`src/rtl/cpu_types_pkg.sv`:
```
// cpu_types_pkg: shared CPU types, including the hazard scoreboard state enum
package cpu_types_pkg;

    localparam int REG_W = 5;

    typedef logic [REG_W-1:0] regbits_t;

    typedef enum logic [1:0] {
        IDLE,
        FLUSH,
        HALTED
    } hzrd_state_t;

endpackage

```
`src/rtl/sb_counter.sv`:
```
// sb_counter: one register's result countdown; a new load beats the decrement, memory wait freezes it
module sb_counter #(
    parameter int LW = 3
) (
    input  logic          clk_i,
    input  logic          rst_i,
    input  logic          load_i,
    input  logic [LW-1:0] lat_i,
    input  logic          hold_i,
    output logic [LW-1:0] cnt_o
);
    logic [LW-1:0] cnt_q, cnt_d;

    // next count: load first, then hold, then saturating decrement
    always_comb cnt_d = load_i ? lat_i : (hold_i || cnt_q == '0) ? cnt_q : cnt_q - LW'(1);

    // countdown register, cleared immediately by reset
    always_ff @(posedge clk_i or posedge rst_i)
        if (rst_i) cnt_q <= '0;
        else       cnt_q <= cnt_d;

    assign cnt_o = cnt_q;
endmodule

```
`src/rtl/hazard_scoreboard.sv`:
```
// hazard_scoreboard: per-register result scoreboard with RAW/WAW stall, branch flush window and halt state
module hazard_scoreboard
    import cpu_types_pkg::*;
#(
    parameter int NREG      = 32,
    parameter int NSRC      = 2,
    parameter int MAXLAT    = 4,
    parameter int FLUSH_CYC = 2,
    localparam int LW       = $clog2(MAXLAT + 1),
    localparam int RB       = $clog2(NREG)
) (
    input  logic                     CLK,
    input  logic                     RST,
    input  logic                     issue_valid,
    input  logic [NSRC-1:0][RB-1:0]  issue_rs,
    input  logic [RB-1:0]            issue_rd,
    input  logic                     issue_wen,
    input  logic [LW-1:0]            issue_lat,
    input  logic                     is_branch_taken,
    input  logic                     ihit,
    input  logic                     dhit,
    input  logic                     ex_mem_dmemREN,
    input  logic                     ex_mem_halt,
    output logic                     stall,
    output logic                     flush,
    output logic [NREG-1:0]          busy_mask,
    output logic                     halted
);
    localparam int FW = FLUSH_CYC > 1 ? $clog2(FLUSH_CYC) : 1;

    hzrd_state_t   state_q, state_d;
    logic [FW-1:0] fcnt_q, fcnt_d;
    logic [LW-1:0] cnt [NREG];
    logic          mem_wait, raw, waw, accept;

    assign mem_wait = ex_mem_dmemREN && !dhit;
    assign accept   = issue_valid && !stall && !flush;
    assign cnt[0]   = '0;

    genvar r;
    generate
        for (r = 1; r < NREG; r++) begin : g_sb
            sb_counter #(.LW(LW)) u_cnt (
                .clk_i  (CLK),
                .rst_i  (RST),
                .load_i (accept && issue_wen && issue_rd == RB'(r) && issue_lat != '0),
                .lat_i  (issue_lat),
                .hold_i (mem_wait),
                .cnt_o  (cnt[r])
            );
        end
        for (r = 0; r < NREG; r++) begin : g_busy
            assign busy_mask[r] = cnt[r] != '0;
        end
    endgenerate

    // hazard detection against the current scoreboard
    always_comb begin
        raw = 1'b0;
        for (int i = 0; i < NSRC; i++)
            raw = raw | (issue_rs[i] != '0 && cnt[issue_rs[i]] != '0);
        waw = issue_wen && issue_rd != '0 && cnt[issue_rd] > issue_lat;
    end

    // state and flush counter registers
    always_ff @(posedge CLK or posedge RST)
        if (RST) begin
            state_q <= IDLE;
            fcnt_q  <= '0;
        end else begin
            state_q <= state_d;
            fcnt_q  <= fcnt_d;
        end

    // next state: halt wins everywhere, a branch (re)opens the flush window
    always_comb begin
        state_d = state_q;
        fcnt_d  = fcnt_q;
        if (ex_mem_halt) state_d = HALTED;
        else
            case (state_q)
                IDLE:
                    if (is_branch_taken) begin
                        state_d = FLUSH;
                        fcnt_d  = FW'(FLUSH_CYC - 1);
                    end
                FLUSH:
                    if (is_branch_taken) fcnt_d = FW'(FLUSH_CYC - 1);
                    else if (fcnt_q == '0) state_d = IDLE;
                    else fcnt_d = fcnt_q - FW'(1);
                default: state_d = HALTED;
            endcase
    end

    // outputs decoded from state plus the combinational stall condition
    always_comb begin
        flush  = state_q == FLUSH;
        halted = state_q == HALTED;
        stall  = (issue_valid && (raw || waw)) || !ihit || mem_wait || halted;
    end
endmodule

```
`config.mk`:
```
export PLATFORM = sky130hd
export DESIGN_NAME = hazard_scoreboard
export DESIGN_NICKNAME = d
export VERILOG_FILES = /design/src/rtl/cpu_types_pkg.sv /design/src/rtl/sb_counter.sv /design/src/rtl/hazard_scoreboard.sv
export SDC_FILE = /design/constraint.sdc
export NUM_CORES = 1
export LEC_CHECK = 0
export ABC_AREA = 1
export BUFFER_PORTS_ARGS = -buffer_cell sky130_fd_sc_hd__buf_2
export CAP_MARGIN = 20
export CORE_MARGIN = 4
export CORE_UTILIZATION = 50
export CTS_CLUSTER_SIZE = 16
export DETAILED_ROUTE_END_ITERATION = 8
export PLACE_DENSITY = 0.68
export REMOVE_ABC_BUFFERS = 1
export SETUP_SLACK_MARGIN = 0.5
export SLEW_MARGIN = 20
export SYNTH_ARGS = -nofsm -noshare
export SYNTH_HDL_FRONTEND = slang
export SYNTH_SLANG_ARGS = --single-unit
export TNS_END_PERCENT = 100
```
`constraint.sdc`:
```
create_clock -name CLK -period 3.4 [get_ports CLK]
set_input_delay 0.17 -clock CLK [delete_from_list [all_inputs] [get_ports CLK]]
set_output_delay 0.17 -clock CLK [all_outputs]
set_load 0.01 [all_outputs]
```
==> results of run 1 <==
Yosys cell counts, drive strengths merged:
| master | instances |
|---|---|
| dfrtp | 96 |
| o221ai | 9 |
| xor2 | 31 |
| nand4 | 101 |
| a22o | 2 |
| nand3 | 186 |
| o32ai | 1 |
| ha | 65 |
| inv | 128 |
| a211oi | 4 |
| a221oi | 5 |
| a22oi | 7 |
| o211ai | 1 |
| clkbuf | 17 |
| nand2 | 272 |
| nor2 | 139 |
| o22ai | 17 |
| a21o | 1 |
| buf | 33 |
| a21oi | 15 |
| conb | 1 |
| xnor2 | 31 |
| o21ai | 59 |
| a21boi | 1 |
timing repair:
| action | in CTS | in global routing |
|---|---|---|
| hold endpoints to repair | 62 | 0 |
| gates cloned | 3 | 1 |
| hold buffers | 1 | 0 |
| setup buffers | 10 | 9 |
| gates resized for setup | 33 | 118 |
| endpoints found under the setup margin | 94 | 94 |
| pin swaps | 5 | 45 |
final cells by class:
class / instances / area [um^2]
clock inverter: 2 / 37.5
sequential: 96 / 2400
tap: 220 / 275
timing repair buffer: 109 / 932
clock buffer: 14 / 264
multi-input combinational: 948 / 6110
inverter: 128 / 485
fill: 1516 / 6190
cells by family (layout without fill, tap and decap cells):
family / Yosys count / after routing
xor gates and xnor gates: 62 / 62
other: 1 / 1
and+or+nand+nor: 698 / 698
DFF: 96 / 96
AOI/OAI and AO/OA: 122 / 122
buffers and inverters: 178 / 253
adders and majority gates: 65 / 65
worst max-delay path, stage by stage, from the launching register on:
cell and delay [ns]:
dfrtp_1 0.41, a22oi_2 0.27, o221ai_2 0.13, a22o_1 0.25, a221oi_2 0.18, a21oi_1 0.10, ha_1 0.34, nand2_1 0.10
nor2_1 0.06, a211oi_2 0.18, nor2_1 0.07, a21oi_2 0.12, nand2_2 0.10, a21oi_4 0.20, buf_12 0.15, inv_4 0.03
buf_6 0.10
flip-flops by register name (all words and copies together), names as in the netlist:
name,flops
state_q,2
fcnt_q,1
g_sb.u_cnt.cnt_o,93
through the flow:
step | setup WS [ns] | area [um^2] | power (mW)
6_report | 0.0868 | 10500 | 8.72
5_1_grt | -0.0964 | 10500 | 9.50
4_1_cts | 0.173 | 9910 | 8.19
3_5_place_dp | -0.0000706 | 9190 | 6.91
3_3_place_gp | 0.0791 | 9190 | 6.82
2_1_floorplan | -1.79 | 8300 | 5.68
routing by layer:
metal / global-route usage / vias to the layer above
li1: - / 4298
met1: 0.411 / 4276
met2: 0.451 / 457
met3: 0.0479 / 81
met4: 0.119 / 0
met5: 0 / -
power breakdown:
part	leakage (nW)	internal, mW	switching (mW)
Sequential	1.15	1.75	0.559
Combinational	3.82	2.20	3.13
Clock	0.143	0.613	0.466
worst max-delay path by stage:
| stage | start | endpoint | slack, ns | cells past startpoint |
|---|---|---|---|---|
| 2_1_floorplan | state_q[0] | g_sb[23].u_cnt.cnt_o[0] | -1.79 | 5 |
| 3_3_place_gp | issue_rd[0] | g_sb[23].u_cnt.cnt_o[1] | 0.08 | 21 |
| 3_5_place_dp | issue_rd[0] | g_sb[23].u_cnt.cnt_o[1] | -0.00007 | 21 |
| 4_1_cts | g_sb[16].u_cnt.cnt_o[2] | stall | 0.17 | 16 |
| 5_1_grt | g_sb[16].u_cnt.cnt_o[2] | g_sb[23].u_cnt.cnt_o[2] | -0.1 | 18 |
| 6_report | g_sb[16].u_cnt.cnt_o[2] | stall | 0.09 | 16 |
==> summary.txt, run 1 <==
Yosys
  • Synth Instances: approximately 1.2k
  • Avg Cell Area, Syn: 7.02 um^2
  • XOR/XNOR Fraction of Synth Area: 0.0633
  • Synth warn: 0
  • Register bit total from synthesis: 96
  • Synth area leaders: dfrtp_1, nand2_1, nand3_1, ha_1, nor2_1
  • Synth area leader: dfrtp_1
  • Largest family of logic cells by synthesized area: simple AND/OR/NAND/NOR gates
  • Multiplexer share of the synthesized area: 0
  • Post-Synth Adder-Cell Area: 0.0948
  • Cell area after synthesis: around 8600 um^2
  • Compound-Gate Fraction of Synth Area: 0.0869
  • Seq/Total Area, Yosys: 0.280
  • Yosys top cell area share: 0.280
  • Synthesized-area fraction occupied by and/or/nand/nor cells: 0.386
  • Synth cell types: 35

Worst setup path
  • Crit Path Max Fanout: 2
  • Worst Path Class, Setup: reg2out
  • WP data arrival: 3.14 ns
  • FF-to-FF End: g_sb[6].u_cnt.cnt_o[1]
  • Flop-to-flop setup slack: around 0.11 ns
  • RR Startpoint: g_sb[16].u_cnt.cnt_o[2]
  • Required time worst endpoint: around 3.2 ns
  • Startpoint types: flop
  • Reg2reg path depth: 19
  • Setup crit end kind: output port

Routing
  • Met2 WL: 13600 um
  • Routed metal-1 wirelength: ~12000 um
  • DR WL/cell: between 15 and 20 um
  • Vias per cell: around 6
  • WL final: about 30000 um
  • DRC Markers: 0
  • DRT Pass-1 Iters: 6
  • 1st-iter DRT viols: around 1.1k
  • Post-route ant nets: 0
  • Metal3 WL: 2740 um
  • Vias: 9112
  • Top sig layer: met4

STA
  • Fmax: a little over 300 MHz
  • Final Skew: roughly 0.010 ns
  • Final setup fails: 0
  • WHS: slightly below 0.03 ns
  • Slew Limit Fails: 0
  • Crit path time final: 3.31 ns
  • Worst slew pin tran: 0.822 ns
  • Fin. Hold Viols: 0
  • Slew headroom: 0.451
  • Final TNS setup: 0 ns
  • RSZ-0062 raised after global routing: true
  • Period utilization: 0.974

Clock network
  • Num CTS Buffers: 9
  • H-tree depth: 3
  • Clock Sinks: 96
  • CTS tree: built
  • Later-pin clock latency in the skew report: between 0.3 and 0.4 ns
  • Reg clk slew, reported paths: roughly 0.07 ns
  • Clk buf depth: 2
  • Root Buffer: clkbuf_16

Worst hold path
  • Worst hold path depth: 3
  • Min-delay src: ex_mem_halt
  • Hold Path Sink: state_q[1]
  • Min-delay worst type: in2reg

Power and ir drop
  • VDD IR max: ~0.48 mV
  • P per Cell Area: between 800 and 900 nW/um^2
  • Pleak: about 5 nW

Final layout
  • Most frequent cells in the layout: nand2_1, nor2_1, inv_1, nand3_1, dfrtp_1
  • Share of cells above drive strength 1: 0.210
  • Commonest non-fill, non-tap cell in the layout: nand2_1
  • ANT cells: 0
  • Layout area overhead: 22.4%
  • Non-filler cells, final: about 1.5k
  • Final core occ: 0.629
  • Post-layout net count: 1384

Die
  • Num rows: 47
  • Die area: 19300 um^2
  • Initial Util: 0.514
  • Core ar.: about 17000 um^2
  • Die Wd: 139 um
  • I/O pins: a little over 60
  • Die Span Y: 139 um

Flow run
  • Max-Cap Viols: 0

Global route
  • Largest net degree at the start of global routing: 97
  • Number of global-route vias before repair: 8260
  • Grt ovf: 0
  • First-pass GRT wire length: approximately 45000 um
  • GRT Util Overall: 0.293
  • Initial antenna violation count: 0

Place
  • GPL Wtd Cong: 0.983
  • Number of port buffers: 60
  • Placed insts: 1477
  • Placed wire-length estimate: around 20000 um

Status
  • Status: finished clean
No activity file was read; power rests on OpenSTA's default activity.
==> run 2, diff against run 1 <==
--- a/config.mk
+++ b/config.mk
@@ -12,6 +12,7 @@
 export CORE_UTILIZATION = 50
 export CTS_CLUSTER_SIZE = 16
 export DETAILED_ROUTE_END_ITERATION = 8
+export GPL_TIMING_DRIVEN = 0
 export PLACE_DENSITY = 0.68
 export REMOVE_ABC_BUFFERS = 1
 export SETUP_SLACK_MARGIN = 0.5
==> run 2 against run 1 <==
First-iteration DRC count shrank 24%. Fmax grew 0.63%. Clock skew decreased by 0.0037 ns. Sequential share of layout area about the same. Die area unchanged. Combinational power down 4.1%. Clock power rose by 4%. Total power fell by 2.3%. Via count fell by 0.27%. Final cell count shrank 0.66%. Setup slack improved by 0.021 ns. Register-to-register slack about the same.
==> summary.txt, run 2 (synthesized netlist as in run 1, its figures left out) <==
STA
  • Period utilization: 0.968 (was 0.974)
  • Slew headroom: 0.305 (was 0.451)
  • RSZ-0062 raised after global routing: true (unchanged)
  • Slew Limit Fails: 0 (unchanged)
  • Final Skew: 0.00627 ns (was 0.00998 ns)
  • Fmax: 304 MHz (was 302 MHz)
  • Final setup fails: 0 (unchanged)
  • Fin. Hold Viols: 0 (unchanged)
  • Worst slew pin tran: 1.04 ns (was 0.822 ns)
  • Crit path time final: 3.29 ns (was 3.31 ns)

Clock network
  • Later-pin clock latency in the skew report: 0.35 ns (was 0.36 ns)
  • Clk buf depth: 2 (unchanged)
  • Root Buffer: clkbuf_16 (unchanged)
  • Reg clk slew, reported paths: 0.07 ns (about the same)
  • Num CTS Buffers: 9 (unchanged)
  • Clock Sinks: 96 (unchanged)
  • CTS tree: built (unchanged)
  • H-tree depth: 3 (unchanged)

Final layout
  • Layout area overhead: 22.5% (was 22.4%)
  • ANT cells: 0 (unchanged)
  • Max FFs per register: 93 (unchanged)
  • Share of cells above drive strength 1: 0.196 (was 0.210)
  • Non-filler cells, final: 1507 (was 1517)
  • Most frequent cells in the layout: nand2_1, nand3_1, nor2_1 (was nand2_1, nor2_1, inv_1, nand3_1, dfrtp_1)
  • Commonest non-fill, non-tap cell in the layout: nand2_1 (unchanged)
  • Post-layout net count: 1374 (was 1384)
  • Final core occ: 0.629 (about the same)

Worst setup path
  • Worst Path Class, Setup: reg2out (unchanged)
  • Crit Path Max Fanout: 4 (was 2)
  • WP data arrival: 3.12 ns (was 3.14 ns)
  • Startpoint types: flop (unchanged)
  • Setup crit end kind: output port (unchanged)
  • Reg2reg path depth: 20 (was 19)
  • Required time worst endpoint: 3.23 ns (about the same)

Worst hold path
  • Min-delay worst type: in2reg (unchanged)
  • Worst hold path depth: 3 (unchanged)

Routing
  • DRC Markers: 0 (unchanged)
  • DRT Pass-1 Iters: 5 (was 6)
  • Vias: 9087 (was 9112)
  • DR WL/cell: 19.2 um (was 19.6 um)
  • WL final: 28900 um (was 29700 um)
  • Vias per cell: 6.03 (was 6.01)
  • 1st-iter DRT viols: 869 (was 1142)
  • Post-route ant nets: 0 (unchanged)

Die
  • Die Wd: 139 um (unchanged)
  • I/O pins: 62 (unchanged)
  • Core ar.: 16700 um^2 (unchanged)
  • Die area: 19300 um^2 (unchanged)
  • Initial Util: 0.514 (unchanged)
  • Die Span Y: 139 um (unchanged)
  • Num rows: 47 (unchanged)

Power and ir drop
  • VDD IR max: 0.460 mV (was 0.480 mV)
  • P per Cell Area: 811 nW/um^2 (was 830 nW/um^2)
  • Pleak: 4.98 nW (was 5.12 nW)

Flow run
  • Max-Cap Viols: 0 (unchanged)

Place
  • Placed insts: 1463 (was 1477)
  • Placed wire-length estimate: 19200 um (was 19900 um)
  • Number of port buffers: 60 (unchanged)
  • GPL Wtd Cong: 0.909 (was 0.983)

Global route
  • GRT Util Overall: 0.290 (was 0.293)
  • Number of global-route vias before repair: 8467 (was 8260)
  • Grt ovf: 0 (unchanged)
  • Largest net degree at the start of global routing: 52 (was 97)
  • First-pass GRT wire length: 44800 um (was 45400 um)
  • Initial antenna violation count: 0 (unchanged)

Status
  • Status: finished clean (unchanged)
-- run 2: cell count changes in the layout (fill, tap and decap cells not counted), moves of 4 or more --
cell     delta
nor2_1      -4
nand3_1    +19
nand4_4     +8
buf_4      -13
nand3_2    -19
nand2_1     -4
nand4_2     -8
buf_16      +6
buf_12      -8
-- run 2: report_power, final --
part | switching [mW] | internal (mW) | total (mW)
sequential | 0.537 | 1.75 | 2.29
combinational | 3.02 | 2.09 | 5.11
clock | 0.472 | 0.652 | 1.12
total | 4.03 | 4.49 | 8.52
-- run 2: area by class of cell --
type / count / area [um^2]
clock inverter: 2 / 35.0
inverter: 128 / 492
fill: 1506 / 6190
tap: 220 / 275
sequential: 96 / 2400
timing repair buffer: 96 / 866
clock buffer: 14 / 284
multi-input combinational: 951 / 6150
-- run 2: final timing paths --
kind / startpoint / end / slack [ns]
max in group asynchronous: RST / g_sb[27].u_cnt.cnt_o[0] / 2.36
min in group asynchronous: RST / g_sb[8].u_cnt.cnt_o[0] / 0.39
worst min-delay path: ex_mem_halt / state_q[1] / 0.03
worst max register to register: g_sb[7].u_cnt.cnt_o[2] / g_sb[15].u_cnt.cnt_o[1] / 0.11
worst max-delay path: g_sb[7].u_cnt.cnt_o[2] / stall / 0.11
worst min register to register: state_q[1] / state_q[1] / 0.49
-- run 2: repair_timing --
| item | 4_1_cts | 5_1_grt |
|---|---|---|
| setup buffers | 11 | 10 |
| endpoints found under the setup margin | 94 | 94 |
| gates cloned | 4 | 2 |
| hold buffers | 1 | 0 |
| hold endpoints to repair | 45 | 0 |
| pin swaps | 8 | 40 |
| gates resized for setup | 52 | 98 |
-- run 2: per-layer routing --
metal	up-vias	track usage	wire length [um]
met4	0	0.138	1220
li1	4260	-	-
met2	427	0.458	13100
met3	100	0.0434	2550
met5	-	0	0
met1	4300	0.390	12100
-- run 2: worst max-delay path: stages (launching register included) --
cell and delay, ns:
dfrtp_1 0.45, inv_1 0.10, o22ai_1 0.12, a221oi_2 0.26, o211ai_1 0.16, a211oi_2 0.19
a21oi_1 0.07, ha_1 0.34, nand2_2 0.09, nor2_2 0.04, a211oi_2 0.14, nor2_1 0.07
a21oi_2 0.11, nand2_2 0.09, a21oi_4 0.15, buf_6 0.13, buf_16 0.12, inv_4 0.03
buf_6 0.10
-- run 2: metrics by stage --
step	hold WS (ns)	setup TNS (ns)	worst slack [ns]	total power [mW]	cell area (um^2)
floorplan	0.280	-146.14	-1.79	5.68	8300
global placement	0.395	-393.31	-3.67	6.68	8870
detailed placement	0.240	-99.83	-1.21	6.82	9160
CTS	0.0282	0	0.119	8.13	9970
global route	0.0466	-2.21	-0.0846	9.32	10500
finish	0.0313	0	0.107	8.52	10500
